==> config.mk <==
export PLATFORM = sky130hd
export DESIGN_NAME = vdp1_color_calc_pipe
export DESIGN_NICKNAME = d
export VERILOG_FILES = /design/src/rtl/vdp1_color_calc_pipe.sv
export SDC_FILE = /design/constraint.sdc
export NUM_CORES = 1
export LEC_CHECK = 0
export ABC_CLOCK_PERIOD_IN_PS = 3200
export CAP_MARGIN = 40
export CORE_ASPECT_RATIO = 1.1
export CORE_MARGIN = 2
export CORE_UTILIZATION = 40
export CTS_CLUSTER_DIAMETER = 40
export CTS_CLUSTER_SIZE = 8
export DETAILED_ROUTE_END_ITERATION = 16
export SYNTH_ARGS = -nofsm -noshare
export SYNTH_HDL_FRONTEND = slang
export SYNTH_SLANG_ARGS = --single-unit
==> constraint.sdc <==
create_clock -name clk -period 3.2 [get_ports clk]
set_input_delay 0.64 -clock clk [delete_from_list [all_inputs] [get_ports clk]]
set_output_delay 0.64 -clock clk [all_outputs]
set_load 0.05 [all_outputs]
==> src/rtl/vdp1_color_calc_pipe.sv <==
// vdp1_color_calc_pipe: pipelined VDP1 colour-calculation unit, LANES pixels per beat.
// Optional feature macro: VDP1_CC_SATURATE_EN
//   defined   -> Gouraud add clamps each channel to [0,31]
//   undefined -> Gouraud add wraps to the low 5 bits (legacy behaviour)
// STAGES=2: s0 holds inputs, output register holds the resolved pixel.
// STAGES=3: an extra middle register holds the Gouraud sums before mode selection.
module vdp1_color_calc_pipe #(
  parameter int LANES  = 1,
  parameter int STAGES = 2,
  parameter int TAG_W  = 18,
  parameter int G_BIAS = 16
) (
  input  logic                  clk,
  input  logic                  rst_n,
  input  logic                  in_valid,
  output logic                  in_ready,
  input  logic [2:0]            in_ccb,
  input  logic [16*LANES-1:0]   in_orig,
  input  logic [16*LANES-1:0]   in_back,
  input  logic [15*LANES-1:0]   in_gour,
  input  logic [TAG_W-1:0]      in_tag,
  output logic                  out_valid,
  input  logic                  out_ready,
  output logic [16*LANES-1:0]   out_pix,
  output logic [TAG_W-1:0]      out_tag
);

  // Gouraud add on one 5-bit channel: c + g - G_BIAS.
  function automatic logic [4:0] g_chan(input logic [4:0] c, input logic [4:0] g);
    logic [4:0] res;
`ifdef VDP1_CC_SATURATE_EN
    logic signed [6:0] sum;
    sum = $signed({2'b00, c}) + $signed({2'b00, g}) - $signed(7'(G_BIAS));
    if (sum < 7'sd0)       res = 5'd0;
    else if (sum > 7'sd31) res = 5'd31;
    else                   res = sum[4:0];
`else
    // Modulo-32 arithmetic gives the low 5 bits of the signed sum directly.
    res = c + g - 5'(G_BIAS);
`endif
    return res;
  endfunction

  // Gouraud add on a packed {B,G,R} triple.
  function automatic logic [14:0] g_pix(input logic [14:0] c, input logic [14:0] g);
    logic [14:0] r;
    for (int ch = 0; ch < 3; ch++) r[ch*5 +: 5] = g_chan(c[ch*5 +: 5], g[ch*5 +: 5]);
    return r;
  endfunction

  // Halve every channel of a packed {B,G,R} triple.
  function automatic logic [14:0] h_pix(input logic [14:0] x);
    return {1'b0, x[14:11], 1'b0, x[9:6], 1'b0, x[4:1]};
  endfunction

  // Half-transparent blend. Each halved channel is at most 15, so the per-channel
  // sums never exceed 30 and a single 15-bit add cannot carry across channels.
  function automatic logic [14:0] ht_pix(input logic [14:0] a, input logic [14:0] b);
    return h_pix(a) + h_pix(b);
  endfunction

  // Final mode selection for one pixel; gp is G(O) already computed.
  function automatic logic [15:0] mode_pix(input logic [2:0] ccb, input logic [15:0] o,
                                           input logic [15:0] b, input logic [14:0] gp);
    logic [15:0] r;
    case (ccb)
      3'b000:  r = o;
      3'b001:  r = b[15] ? {1'b1, h_pix(b[14:0])} : b;
      3'b010:  r = {o[15], h_pix(o[14:0])};
      3'b011:  r = b[15] ? {o[15], ht_pix(o[14:0], b[14:0])} : o;
      3'b100:  r = {o[15], gp};
      3'b101:  r = b;
      3'b110:  r = {o[15], h_pix(gp)};
      default: r = b[15] ? {o[15], ht_pix(gp, b[14:0])} : {o[15], gp};
    endcase
    return r;
  endfunction

  logic                  s0_valid_q, s0_valid_d;
  logic [2:0]            s0_ccb_q, s0_ccb_d;
  logic [16*LANES-1:0]   s0_orig_q, s0_orig_d;
  logic [16*LANES-1:0]   s0_back_q, s0_back_d;
  logic [15*LANES-1:0]   s0_gour_q, s0_gour_d;
  logic [TAG_W-1:0]      s0_tag_q, s0_tag_d;
  logic                  out_valid_q, out_valid_d;
  logic [16*LANES-1:0]   out_pix_q, out_pix_d;
  logic [TAG_W-1:0]      out_tag_q, out_tag_d;

  logic                  last_ready;
  logic                  s0_next_ready;
  logic [15*LANES-1:0]   g_s0;
  logic                  f_valid;
  logic [2:0]            f_ccb;
  logic [16*LANES-1:0]   f_orig, f_back, f_pix;
  logic [15*LANES-1:0]   f_gp;
  logic [TAG_W-1:0]      f_tag;

  // Ready chain: a stage may load when it is empty or its content is leaving.
  assign last_ready = !out_valid_q || out_ready;
  assign in_ready   = !s0_valid_q || s0_next_ready;

  // Gouraud sums from the input stage, one per lane.
  for (genvar gi = 0; gi < LANES; gi++) begin : gen_g
    assign g_s0[gi*15 +: 15] = g_pix(s0_orig_q[gi*16 +: 15], s0_gour_q[gi*15 +: 15]);
  end

  if (STAGES == 3) begin : gen_s3
    logic                s1_valid_q, s1_valid_d;
    logic [2:0]          s1_ccb_q, s1_ccb_d;
    logic [16*LANES-1:0] s1_orig_q, s1_orig_d;
    logic [16*LANES-1:0] s1_back_q, s1_back_d;
    logic [15*LANES-1:0] s1_gp_q, s1_gp_d;
    logic [TAG_W-1:0]    s1_tag_q, s1_tag_d;
    logic                mid_ready;

    assign mid_ready     = !s1_valid_q || last_ready;
    assign s0_next_ready = mid_ready;

    // Middle stage captures the Gouraud sums when it can accept from s0.
    always_comb begin
      s1_valid_d = s1_valid_q;
      s1_ccb_d   = s1_ccb_q;
      s1_orig_d  = s1_orig_q;
      s1_back_d  = s1_back_q;
      s1_gp_d    = s1_gp_q;
      s1_tag_d   = s1_tag_q;
      if (mid_ready) begin
        s1_valid_d = s0_valid_q;
        if (s0_valid_q) begin
          s1_ccb_d  = s0_ccb_q;
          s1_orig_d = s0_orig_q;
          s1_back_d = s0_back_q;
          s1_gp_d   = g_s0;
          s1_tag_d  = s0_tag_q;
        end
      end
    end

    // Middle stage registers; in-flight beats are discarded on reset.
    always_ff @(posedge clk or negedge rst_n) begin
      if (!rst_n) begin
        s1_valid_q <= 1'b0;
        s1_ccb_q   <= '0;
        s1_orig_q  <= '0;
        s1_back_q  <= '0;
        s1_gp_q    <= '0;
        s1_tag_q   <= '0;
      end else begin
        s1_valid_q <= s1_valid_d;
        s1_ccb_q   <= s1_ccb_d;
        s1_orig_q  <= s1_orig_d;
        s1_back_q  <= s1_back_d;
        s1_gp_q    <= s1_gp_d;
        s1_tag_q   <= s1_tag_d;
      end
    end

    assign f_valid = s1_valid_q;
    assign f_ccb   = s1_ccb_q;
    assign f_orig  = s1_orig_q;
    assign f_back  = s1_back_q;
    assign f_gp    = s1_gp_q;
    assign f_tag   = s1_tag_q;
  end else begin : gen_s2
    assign s0_next_ready = last_ready;
    assign f_valid = s0_valid_q;
    assign f_ccb   = s0_ccb_q;
    assign f_orig  = s0_orig_q;
    assign f_back  = s0_back_q;
    assign f_gp    = g_s0;
    assign f_tag   = s0_tag_q;
  end

  // Mode selection feeding the output register, one per lane.
  for (genvar gi = 0; gi < LANES; gi++) begin : gen_mode
    assign f_pix[gi*16 +: 16] = mode_pix(f_ccb, f_orig[gi*16 +: 16], f_back[gi*16 +: 16],
                                         f_gp[gi*15 +: 15]);
  end

  // Input stage samples the bus only on an accepted beat.
  always_comb begin
    s0_valid_d = s0_valid_q;
    s0_ccb_d   = s0_ccb_q;
    s0_orig_d  = s0_orig_q;
    s0_back_d  = s0_back_q;
    s0_gour_d  = s0_gour_q;
    s0_tag_d   = s0_tag_q;
    if (in_ready) begin
      s0_valid_d = in_valid;
      if (in_valid) begin
        s0_ccb_d  = in_ccb;
        s0_orig_d = in_orig;
        s0_back_d = in_back;
        s0_gour_d = in_gour;
        s0_tag_d  = in_tag;
      end
    end
  end

  // Output stage loads when empty or consumed, otherwise holds the result stable.
  always_comb begin
    out_valid_d = out_valid_q;
    out_pix_d   = out_pix_q;
    out_tag_d   = out_tag_q;
    if (last_ready) begin
      out_valid_d = f_valid;
      if (f_valid) begin
        out_pix_d = f_pix;
        out_tag_d = f_tag;
      end
    end
  end

  // Input and output stage registers; in-flight beats are discarded on reset.
  always_ff @(posedge clk or negedge rst_n) begin
    if (!rst_n) begin
      s0_valid_q  <= 1'b0;
      s0_ccb_q    <= '0;
      s0_orig_q   <= '0;
      s0_back_q   <= '0;
      s0_gour_q   <= '0;
      s0_tag_q    <= '0;
      out_valid_q <= 1'b0;
      out_pix_q   <= '0;
      out_tag_q   <= '0;
    end else begin
      s0_valid_q  <= s0_valid_d;
      s0_ccb_q    <= s0_ccb_d;
      s0_orig_q   <= s0_orig_d;
      s0_back_q   <= s0_back_d;
      s0_gour_q   <= s0_gour_d;
      s0_tag_q    <= s0_tag_d;
      out_valid_q <= out_valid_d;
      out_pix_q   <= out_pix_d;
      out_tag_q   <= out_tag_d;
    end
  end

  assign out_valid = out_valid_q;
  assign out_pix   = out_pix_q;
  assign out_tag   = out_tag_q;

endmodule
# After elaboration in Yosys (flattened, before gate mapping)
# Index checks and enable logic that the tools add are counted.
# totals
out_inout_bits	36
word_cells	34
regBits	104
in_bits	72
# classes
n_addsub	8
mux	4
n_eq_ne	6
reduce_logical	7
# ops
op	count
$pmux 16 s7	1
$add 14x14->15	2
$mux 15	2
$mux 16	1
$add 5x5->5	3
$sub 5x5->5 const B	3
$eq 3x3->1 const B	3
$eq 3x2->1 const B	2
$reduce_and 2->1	2
$eq 3x1->1 const B	1
$logic_not 3->1	1
$logic_not 1->1	2
$logic_or 1x1->1	2

# Longest topological paths before layout
# depth
depth_word	5
depth_mapped	11
depth_no_buf	11

# Least setup slack after synthesis
# Ideal clock, no wire load.
# synth_timing
path_type	register to register
from	reg s0_orig_q[11] (netlist: f_orig[11])
to	reg out_pix_q[12] (netlist: out_pix[12])
synth_period_minus_slack_ps	2815
setup_slack_ps	385
n_path_buf	0
required_time_ps	3134
t_arrival_ps	2750
setup_ps	66
stages_incl_launch_ff	11
path_cell_list	dfrtp_1 > ha_1 > ha_1 > inv_1 > fa_1 > inv_1 > fa_1 > xnor2_1 > mux4_2 > o22ai_1 > o22a_1
# synth_via
elab_chain_cells	5
elab_cells_between_ends	7
classes_between	add/sub: 4; mux: 3
# synth_rtl
item	line	source
from (decl)	81	logic [16*LANES-1:0] s0_orig_q, s0_orig_d;
from (signal assigned)	229	s0_orig_q <= s0_orig_d;
$add 5x5->5	39	res = c + g - 5'(G_BIAS);
$sub 5x5->5	39	
$add 14x14->15	59	return h_pix(a) + h_pix(b);
$mux 15	74	default: r = b[15] ? {o[15], ht_pix(gp, b[14:0])} : {o[15], gp};
$pmux 16 s7 (*)	66	case (ccb)
to (signal assigned)	234	out_pix_q <= out_pix_d;
to (decl)	86	logic [16*LANES-1:0] out_pix_q, out_pix_d;
# Every way passes the cells marked *; elsewhere a longest branch is shown, timed or not.
# A chain may end at the register's enable or synchronous reset.

# Worst setup path after layout
# Ends and elaborated chain as after synthesis.

==> results.cfg <==
[power]
cellPowerDensity_nw_per_um2 = 703
internal_power_consumption_w = 0.00324
p_leak_nw = 3.43
max-vdd-ir-drop_mv = 0.290
fin_total_pwr_w = 0.00548
switching_portion_of_total_power_pct = 40.8
share_clk_of_total_power_pct = 20.4
sequential_share_of_power_pct = 32.8
power.switching_w = 0.00223
pwr-share-comb_pct = 46.8

[timing]
layout_min_cycle_time_ns = 3.01
achievable-frequency_mhz = 332
period_utilisation_layout_pct = 94.0
slew_viol_final = 0
worst-slew-pin-transition_ns = 0.701
report.final.setup_viol = 0
slew_headroom_pct = 53.1
rsz0062_at_grt = false
skew_ns = 0.00756
fin_setup_tns_ns = 0
final_hold_viol_count = 0

[synthesis]
synth_enable_flop_cells = 0
syn_area_um2 = 6220
synthArstFlopShare_pct = 100
yosysSeqAreaShare_pct = 41.9
synth_flop_cell = dfrtp_1
mappedNetlistNets = 705
synthesis.instances = 579
synth-seq-cells = 104
avg_cell_area_syn_um2 = 10.7
yosysWarningCount = 0
netlist-cell-type-count = 53

[global_route]
initial_antenna_violation_count = 0
grt_first_pass_wirelength_um = 25800
first_global_vias = 5086
grt-ovfl-total = 0
pin_count_of_the_biggest_net_entering_global_routing = 69
global_route.usage.total_pct = 20.0

[routing]
postRouteAntennaNets = 0
drtIter0Drc = 289
wirelength_um = 15300
viasPerCell = 5.37
detailedRoute.firstPassIterationCount = 5
drc = 0
via_count = 4722
wl_per_cell_um = 17.4

[cts]
numCtsBuffers = 9
h_tree_depth = 3
worst_setup_hold_path_clk_slew_ns = 0.08
clock_tree.root_cell = clkbuf_16
post_cts_hold_buffer_count = 0
cts_post_setup_buffers_inserted = 0
quantity_of_gates_resized_following_cts = 0
tritoncts = yes
cts.sink_count = 104
clk_path_buf_depth = 2
insertion_delay_ns = 0.36

[job]
timing.max_cap.violations = 0

[placement]
port_buffers = 107
routabilityCongestion = 0.927
hpwl_um = 11100

[floorplan]
die_area_um2 = 16600
boundaryPins = 108
chipWidth_um = 123
core_region_area_um2 = 15100
starting_utilization_of_the_core_area_pct = 41.1
height_of_the_die_um = 135
placement_rows = 47

[critical_path]
worst_path_arrival_ns = 3.31
worst-setup-path-type = flip-flop to flip-flop
rr_worst_depth = 10
critical_path.max_fanout = 6
regToRegSetupSlack_ns = 0.19
critical_path.endpoint_type = flip-flop
endpoint_of_the_lowest_slack_register_to_register_path = out_pix[12]
source_of_the_worst_register_to_register_timing_path = f_orig[11]
startpoint_type = flip-flop
critPathRequiredTime_ns = 3.50

[final_layout]
layout_cell_share_with_drive_strength_beyond_1_pct = 16.4
layout-area-overhead-vs-synth_pct = 25.3
antenna-diode-count = 0
fin_nets = 805

[status]
result_of_the_run = completed

[worst_hold_path]
worst_hold_path_type = input port to async pin
==> per-layer routing <==
metal | track usage [%] | vias up | part of all wire, %
met1 | 26.0 | 2289 | 44
li1 | - | 2273 | -
met4 | 7.41 | 0 | 1.8
met2 | 31.2 | 138 | 47
met5 | 0 | - | 0
met3 | 6.25 | 22 | 7.5
==> placed cells by master (no fill, tap or decap), types with 3 or more instances in the layout <==
cell             synthesis  layout
o221ai_1                 3       3
fa_1                     9       9
buf_4                    4      12
a211oi_1                 4       4
nand2b_1                 9       9
o22ai_1                  4       4
and2_1                   4       4
ha_1                    45      45
mux2_2                  74      74
xor2_1                   8       8
inv_1                   25      25
a21o_1                  12      12
clkdlybuf4s50_1          0     106
a21oi_1                 27      27
inv_8                    0       3
nor2b_1                  8       8
dfrtp_1                104     104
a32o_1                   3       3
a31oi_1                  8       8
nor2_1                  20      20
a2111oi_0                7       7
o22a_1                   3       3
xnor2_1                 16      16
clkbuf_16                0       9
mux2i_1                  7       7
a22oi_1                  6       6
nand3_1                  3       3
o211ai_1                 4       4
nand2_1                 81      80
o21ai_0                 22      22
==> Yosys cell counts, types with 3 or more instances <==
| library cell | count | area share [%] |
|---|---|---|
| xor2_1 | 8 | 1.1 |
| buf_2 | 16 | 1.3 |
| o22a_1 | 3 | 0.42 |
| fa_1 | 9 | 2.9 |
| a21oi_1 | 27 | 2.2 |
| xnor2_1 | 16 | 2.3 |
| o21ai_0 | 22 | 1.8 |
| nand2_1 | 81 | 4.9 |
| clkbuf_1 | 8 | 0.48 |
| buf_4 | 4 | 0.48 |
| mux2i_1 | 7 | 1.1 |
| o211ai_1 | 4 | 0.48 |
| o221ai_1 | 3 | 0.42 |
| a32o_1 | 3 | 0.48 |
| nand3_1 | 3 | 0.24 |
| a2111oi_0 | 7 | 0.99 |
| a21o_1 | 12 | 1.4 |
| nor2b_1 | 8 | 0.80 |
| dfrtp_1 | 104 | 42 |
| a211oi_1 | 4 | 0.48 |
| inv_1 | 25 | 1.5 |
| mux2_2 | 74 | 13 |
| nor2_1 | 20 | 1.2 |
| ha_1 | 45 | 9.1 |
| a22oi_1 | 6 | 0.72 |
| a31oi_1 | 8 | 0.80 |
| nand2b_1 | 9 | 0.91 |
| and2_1 | 4 | 0.40 |
| o22ai_1 | 4 | 0.40 |
==> metrics by stage <==
stage	worst slack (ns)	instances	instance area [um2]	utilization, %	hold WS, ns
finish	0.191	880	7790	51.6	0.270
global route	0.0209	880	7790	51.6	0.314
CTS	0.195	880	7790	51.6	0.284
detailed placement	0.215	864	7500	49.6	0.451
global placement	0.277	864	7500	49.6	0.442
floorplan	0.385	579	6220	-	0.344
==> worst max-delay path by stage <==
stage	end	depth (start not counted)	from
after floorplan	out_pix[12]	10	f_orig[11]
after global placement	out_pix[12]	10	f_orig[11]
after CTS	out_pix[12]	10	f_orig[11]
final	out_pix[12]	10	f_orig[11]
after global routing	out_pix[12]	10	f_orig[11]
after detailed placement	out_pix[12]	10	f_orig[11]
==> kinds of logic after synthesis <==
| logic type | Yosys count | share of synthesized area [%] |
|---|---|---|
| DFF | 104 | 41.9 |
| adders and majority gates | 54 | 12.0 |
| and+or+nand+nor | 132 | 9.30 |
| xor gates and xnor gates | 24 | 3.38 |
| buffers and inverters | 56 | 4.06 |
| muxes | 85 | 15.8 |
| AOI/OAI and AO/OA | 124 | 13.7 |
==> power by group through the flow <==
stage	Sequential, W	Combinational (W)	Clock (W)
2_1_floorplan	0.00221	0.00140	0
3_3_place_gp	0.00182	0.00251	0
3_5_place_dp	0.00182	0.00256	0
4_1_cts	0.00180	0.00258	0.00115
5_1_grt	0.00184	0.00283	0.00121
6_report	0.00180	0.00256	0.00112
==> area by class of cell <==
cell class                      instances  area (um2)
Timing Repair Buffer                  120        1190
Multi-Input combinational cell        419        3370
Inverter                               25        93.8
Sequential cell                       104        2600
Fill cell                            1392        7320
Tap cell                              196         245
Clock buffer                            9         225
Clock inverter                          7        68.8
==> sequential cells by signal (all words and copies together) (netlist names) <==
signal,cells
f_valid,1
f_back,16
f_ccb,3
out_pix,16
out_valid,1
out_tag,18
f_tag,18
s0_gour_q,15
f_orig,16
==> worst max-delay path: stages, from the launching register on <==
cell and delay (ns):
dfrtp_1 0.44, ha_1 0.30, ha_1 0.17, inv_1 0.06, fa_1 0.54, inv_1 0.09
fa_1 0.43, xnor2_1 0.14, mux4_2 0.46, o22ai_1 0.17, o22a_1 0.14
Power figures use the tool's default switching activity.
